`src/rtl/quote_price_engine.sv`:
```
// Multi-symbol quote pricer: fixed-point ref/spread in, integer bid/ask out.
// Three register stages (capture, price, dedup/output) behind one global stall.
module quote_price_engine #(
  parameter int FP_WORD_SIZE = 64,
  parameter int FRAC_BITS    = 32,
  parameter int DATA_WIDTH   = 32,
  parameter int NUM_SYMBOLS  = 4,
  parameter int SYM_W        = $clog2(NUM_SYMBOLS),
  parameter int DEDUP_EN     = 1,
  parameter int CNT_W        = 16
) (
  input  logic                    i_clk,
  input  logic                    i_reset,
  input  logic [FP_WORD_SIZE-1:0] i_ref_price,
  input  logic [FP_WORD_SIZE-1:0] i_spread,
  input  logic [SYM_W-1:0]        i_symbol_id,
  input  logic                    i_data_valid,
  output logic                    o_ready,
  output logic [DATA_WIDTH-1:0]   o_buy_price,
  output logic [DATA_WIDTH-1:0]   o_ask_price,
  output logic [SYM_W-1:0]        o_symbol_id,
  output logic                    o_data_valid,
  input  logic                    i_ready,
  output logic [CNT_W-1:0]        o_suppressed_count
);

  localparam int IW = FP_WORD_SIZE + 2;
  localparam int NT = 1 << SYM_W;
  localparam logic [IW-1:0]         RND  = IW'({FRAC_BITS{1'b1}});
  localparam logic [IW-1:0]         MAXW = IW'({DATA_WIDTH{1'b1}});
  localparam logic [DATA_WIDTH-1:0] PMAX = '1;
  localparam logic [CNT_W-1:0]      CMAX = '1;

  // [0] capture stage, [1] priced stage, [2] output register
  logic [2:0]                       vld_pipe;
  logic                             stall;
  logic                             sym_ok;
  logic                             dup;

  logic [FP_WORD_SIZE-1:0]          ref1, spr1;
  logic [SYM_W-1:0]                 sym1;
  logic [DATA_WIDTH-1:0]            bid2, ask2;
  logic [SYM_W-1:0]                 sym2;

  logic [NT-1:0]                    tbl_vld;
  logic [NT-1:0][DATA_WIDTH-1:0]    tbl_bid;
  logic [NT-1:0][DATA_WIDTH-1:0]    tbl_ask;

  logic [FP_WORD_SIZE-1:0]          half, bid_fp;
  logic [IW-1:0]                    ask_fp, bid_w, ask_w;
  logic [DATA_WIDTH-1:0]            bid_q, ask_q;

  assign stall        = o_data_valid && !i_ready;
  assign o_ready      = !stall;
  assign o_data_valid = vld_pipe[2];
  assign sym_ok       = {1'b0, i_symbol_id} < (SYM_W+1)'(NUM_SYMBOLS);

  // Bid floors, ask ceils (rounding constant folded into the wide add).
  always_comb begin
    half   = spr1 >> 1;
    bid_fp = (ref1 < half) ? '0 : ref1 - half;
    ask_fp = IW'(ref1) + IW'(half) + RND;
    bid_w  = IW'(bid_fp >> FRAC_BITS);
    ask_w  = ask_fp >> FRAC_BITS;
    bid_q  = (bid_w > MAXW) ? PMAX : bid_w[DATA_WIDTH-1:0];
    ask_q  = (ask_w > MAXW) ? PMAX : ask_w[DATA_WIDTH-1:0];
    if (ask_q <= bid_q) begin
      if (bid_q != PMAX) begin
        ask_q = bid_q + DATA_WIDTH'(1);
      end else begin
        bid_q = PMAX - DATA_WIDTH'(1);
        ask_q = PMAX;
      end
    end
  end

  assign dup = (DEDUP_EN != 0) && tbl_vld[sym2] &&
               (tbl_bid[sym2] == bid2) && (tbl_ask[sym2] == ask2);

  always_ff @(posedge i_clk) begin
    if (i_reset) begin
      vld_pipe           <= '0;
      tbl_vld            <= '0;
      tbl_bid            <= '0;
      tbl_ask            <= '0;
      ref1               <= '0;
      spr1               <= '0;
      sym1               <= '0;
      bid2               <= '0;
      ask2               <= '0;
      sym2               <= '0;
      o_buy_price        <= '0;
      o_ask_price        <= '0;
      o_symbol_id        <= '0;
      o_suppressed_count <= '0;
    end else if (!stall) begin
      vld_pipe[0] <= i_data_valid && sym_ok;
      ref1        <= i_ref_price;
      spr1        <= i_spread;
      sym1        <= i_symbol_id;

      vld_pipe[1] <= vld_pipe[0];
      bid2        <= bid_q;
      ask2        <= ask_q;
      sym2        <= sym1;

      // Table compare and update share this stage so back-to-back beats see it.
      if (vld_pipe[1] && dup) begin
        vld_pipe[2] <= 1'b0;
        if (o_suppressed_count != CMAX)
          o_suppressed_count <= o_suppressed_count + CNT_W'(1);
      end else if (vld_pipe[1]) begin
        vld_pipe[2]   <= 1'b1;
        o_buy_price   <= bid2;
        o_ask_price   <= ask2;
        o_symbol_id   <= sym2;
        tbl_vld[sym2] <= 1'b1;
        tbl_bid[sym2] <= bid2;
        tbl_ask[sym2] <= ask2;
      end else begin
        vld_pipe[2] <= 1'b0;
      end
    end
  end

endmodule

```
`config.mk`:
```
export PLATFORM = sky130hd
export DESIGN_NAME = quote_price_engine
export DESIGN_NICKNAME = d
export VERILOG_FILES = /design/src/rtl/quote_price_engine.sv
export SDC_FILE = /design/constraint.sdc
export NUM_CORES = 2
export LEC_CHECK = 0
export CORE_MARGIN = 10
export CORE_UTILIZATION = 46
export CTS_CLUSTER_DIAMETER = 50
export DETAILED_ROUTE_END_ITERATION = 12
export GPL_ROUTABILITY_DRIVEN = 0
export PLACE_DENSITY = 0.7
export SLEW_MARGIN = 20
export SYNTH_ARGS = -nofsm -noshare
export SYNTH_HDL_FRONTEND = slang
export SYNTH_SLANG_ARGS = --single-unit
```
`constraint.sdc`:
```
create_clock -name i_clk -period 8.9 [get_ports i_clk]
set_clock_uncertainty 0.2 [all_clocks]
set_input_delay 2.67 -clock i_clk [delete_from_list [all_inputs] [get_ports i_clk]]
set_output_delay 2.67 -clock i_clk [all_outputs]
set_load 0.02 [all_outputs]
```
==> results.toml <==
[clocking]
clockRootBuffer = "clkbuf_16"
htreeDepth = 3
cts_made_buffers = 68
clk_pin_slew_ps = 60
cts_tree = "done"
post-cts-setup-buffers = 0
cts_sinks = 540
clock_path_buffers = 3
cts_hold_buffers = 0
insertion_delay_ps = 620
cts_resized = 0

[detailed_routing]
drt-total-wl_um = 96820
ant_nets = 0
drc = 0
dr.pass1.iters = 6
viasPerCell = 5.773
dr_total_vias = 29170
drt_iter0_drc = 3037
routedWlPerCell_um = 19.16

[setup_path]
cp.required_ps = 9210
crit_type = "reg2reg"
crit_slowest_cell = "a2111oi_0"
cp-end-kind = "flop"
cp.arrival_ps = 7830
critical_path_peak_fanout = 46
crit_path_frequent_cell = "o21ai_0"
cp_slowest_stage_delay_ps = 620
startpoint_type = "flop"

[flow_run]
drv_cap = 0

[final_layout]
final_area_sq_um = 36390
areaGrowthSynthToFinish_pct = 14.85
final_cells = 5052
seq_area_sq_um = 10820
nFillCells = 6436
diodes = 0
nNetsFinal = 4466
drive_above_1_share = 0.06667
multiInputGateArea_sq_um = 18910

[floorplanning]
die_area_sq_um = 79770
die_w_um = 282.4
rows = 96
core_area_sq_um = 68470
pin_count = 218
start_util = 0.4628
dieHeight_um = 282.4

[logic_synthesis]
ys_ff_latch = 540
netlist.area_leader.share = 0.3412
yosys.area.top_type = "dfxtp_1"
netlist_instances = 4097
async_flop_share = 0
post_synth.cell_area_avg_sq_um = 7.733
ys_types = 100
yosysWarnings = 0
ys_seq_area_frac = 0.3412
synth_nets = 4444
ys.flop_type = "dfxtp_1"
yosys-top-cells-area = "dfxtp_1 (34%), nand2_1 (12%), a21oi_1 (8.8%)"
synth_edf_count = 0
netlist_area_sq_um = 31680

[sta]
setup_viol = 0
finalHoldViolCount = 0
rsz0062_at_grt = "no"
tightest_slew_ps = 1189
slew-limit-headroom = 0.2076
tns_ps = 0
period_share = 0.8450
maxSlewViolCount = 0
fmax_ghz = 0.1330
fin_crit_ps = 7521
fin_ws_ps = 1379

[pwr]
power_density_nw_per_um2 = 200.4
ir_drop_uv = 123.2
cellLeakagePower_nw = 14.56

[outcome]
run_status = "completed"

[global_routing]
grtUsageTotal = 0.2367
grt_overflow = 0
grt_pass1_wl_um = 152000
grt_pass1_vias = 27480
grt_max_degree = 217
antenna_found_initial = 1

[placement]
port_buffers = 216
dpl_cell_area_sq_um = 34090
dp_slack_ps = 1563
dp.cells = 4931
hpwl_um = 68950

[hold_path]
hp-class = "reg2reg"
## cell type report
class,count,area share
Clock buffer,94,0.05364
Clock inverter,27,0.009490
Inverter,213,0.02211
Multi-Input combinational cell,3048,0.5197
Sequential cell,540,0.2972
Tap cell,882,0.03033
Timing Repair Buffer,248,0.06753
## layer usage
metal / part of all wire / track usage
met2: 0.45 / 0.3733
met3: 0.083 / 0.03752
met5: 0.00013 / 0
met1: 0.43 / 0.3169
met4: 0.041 / 0.1015
## cells in the mapped netlist (all sizes together) (15+ instances only)
cell / count
nand2: 975
a21oi: 559
dfxtp: 540
nor2: 272
clkbuf: 221
ha: 213
inv: 213
o21ai: 106
xnor2: 96
buf: 75
mux4: 65
a211oi: 62
xor2: 60
nand4: 59
mux2i: 58
nand3: 56
a21o: 50
nor3: 46
nor4: 32
o31ai: 23
a31oi: 22
nor2b: 20
nand2b: 19
or3: 17
o211ai: 16
o21bai: 15
## final timing paths
kind	depth (start not counted)	end	startpoint	slack, ps
max	28	bid2[21]$_SDFFE_PP0N_	spr1[42]$_SDFFE_PP0N_	1380
min	2	sym2[1]$_SDFFE_PP0N_	sym1[1]$_SDFFE_PP0N_	240
max reg2reg	28	bid2[21]$_SDFFE_PP0N_	spr1[42]$_SDFFE_PP0N_	1380
min reg2reg	2	sym2[1]$_SDFFE_PP0N_	sym1[1]$_SDFFE_PP0N_	240
## sequential cells by signal, summed over array words and instances (netlist names), 3 cells and up
signal,flops
ref1,64
tbl_vld,4
o_buy_price,32
bid2,32
tbl_ask,128
spr1,63
tbl_bid,128
vld_pipe,3
ask2,32
o_suppressed_count,16
o_ask_price,32
## power breakdown
part	switching (mW)	internal, mW
registers	0.232	2.54
clock network	1.11	1.70
logic	1.06	0.648
## kinds of logic after synthesis
family / count (synthesis) / share of synthesized area
simple gates: 1568 / 0.2134
compound gates: 978 / 0.1866
flops: 540 / 0.3412
buf+inv: 509 / 0.06370
fa+ha+maj: 220 / 0.08633
xor+xnor: 156 / 0.04312
mux: 126 / 0.06560
## per-stage QoR
step / utilization / power [mW] / hold WS, ps
floorplan: - / 3.904 / 231.9
global placement: 0.4979 / 4.467 / 238.0
detailed placement: 0.4979 / 4.479 / 243.1
CTS: 0.5315 / 7.280 / 249.1
global route: 0.5315 / 7.602 / 265.5
finish: 0.5315 / 7.291 / 243.5
## layout by cell type (no fill, tap or decap), types with 16 or more instances in the layout
cell | netlist | routed
o21ai_0 | 100 | 100
mux4_2 | 65 | 65
a21o_1 | 50 | 50
nand2b_1 | 18 | 18
a31oi_1 | 22 | 21
nand4_1 | 58 | 58
nand3_1 | 54 | 54
xor2_1 | 60 | 60
xnor2_1 | 96 | 96
buf_4 | 6 | 28
nor2_1 | 272 | 272
o31ai_1 | 22 | 22
clkdlybuf4s50_1 | 0 | 215
nor2b_1 | 20 | 19
nor4_1 | 26 | 26
ha_1 | 213 | 213
nand2_1 | 975 | 973
a211oi_1 | 56 | 56
clkbuf_16 | 0 | 70
dfxtp_1 | 540 | 538
nor3_1 | 45 | 43
o211ai_1 | 16 | 16
inv_1 | 209 | 208
a21oi_1 | 558 | 558
mux2i_1 | 58 | 58
## worst max-delay path, delay by kind of cell, from the launching register on
| family | cells | cell delay (ps) |
|---|---|---|
| buffers and inverters | 4 | 820 |
| adders and majority gates | 3 | 1200 |
| and+or+nand+nor | 3 | 430 |
| DFF | 1 | 340 |
| AOI/OAI and AO/OA | 18 | 4400 |
No activity file was read; power rests on OpenSTA's default activity.
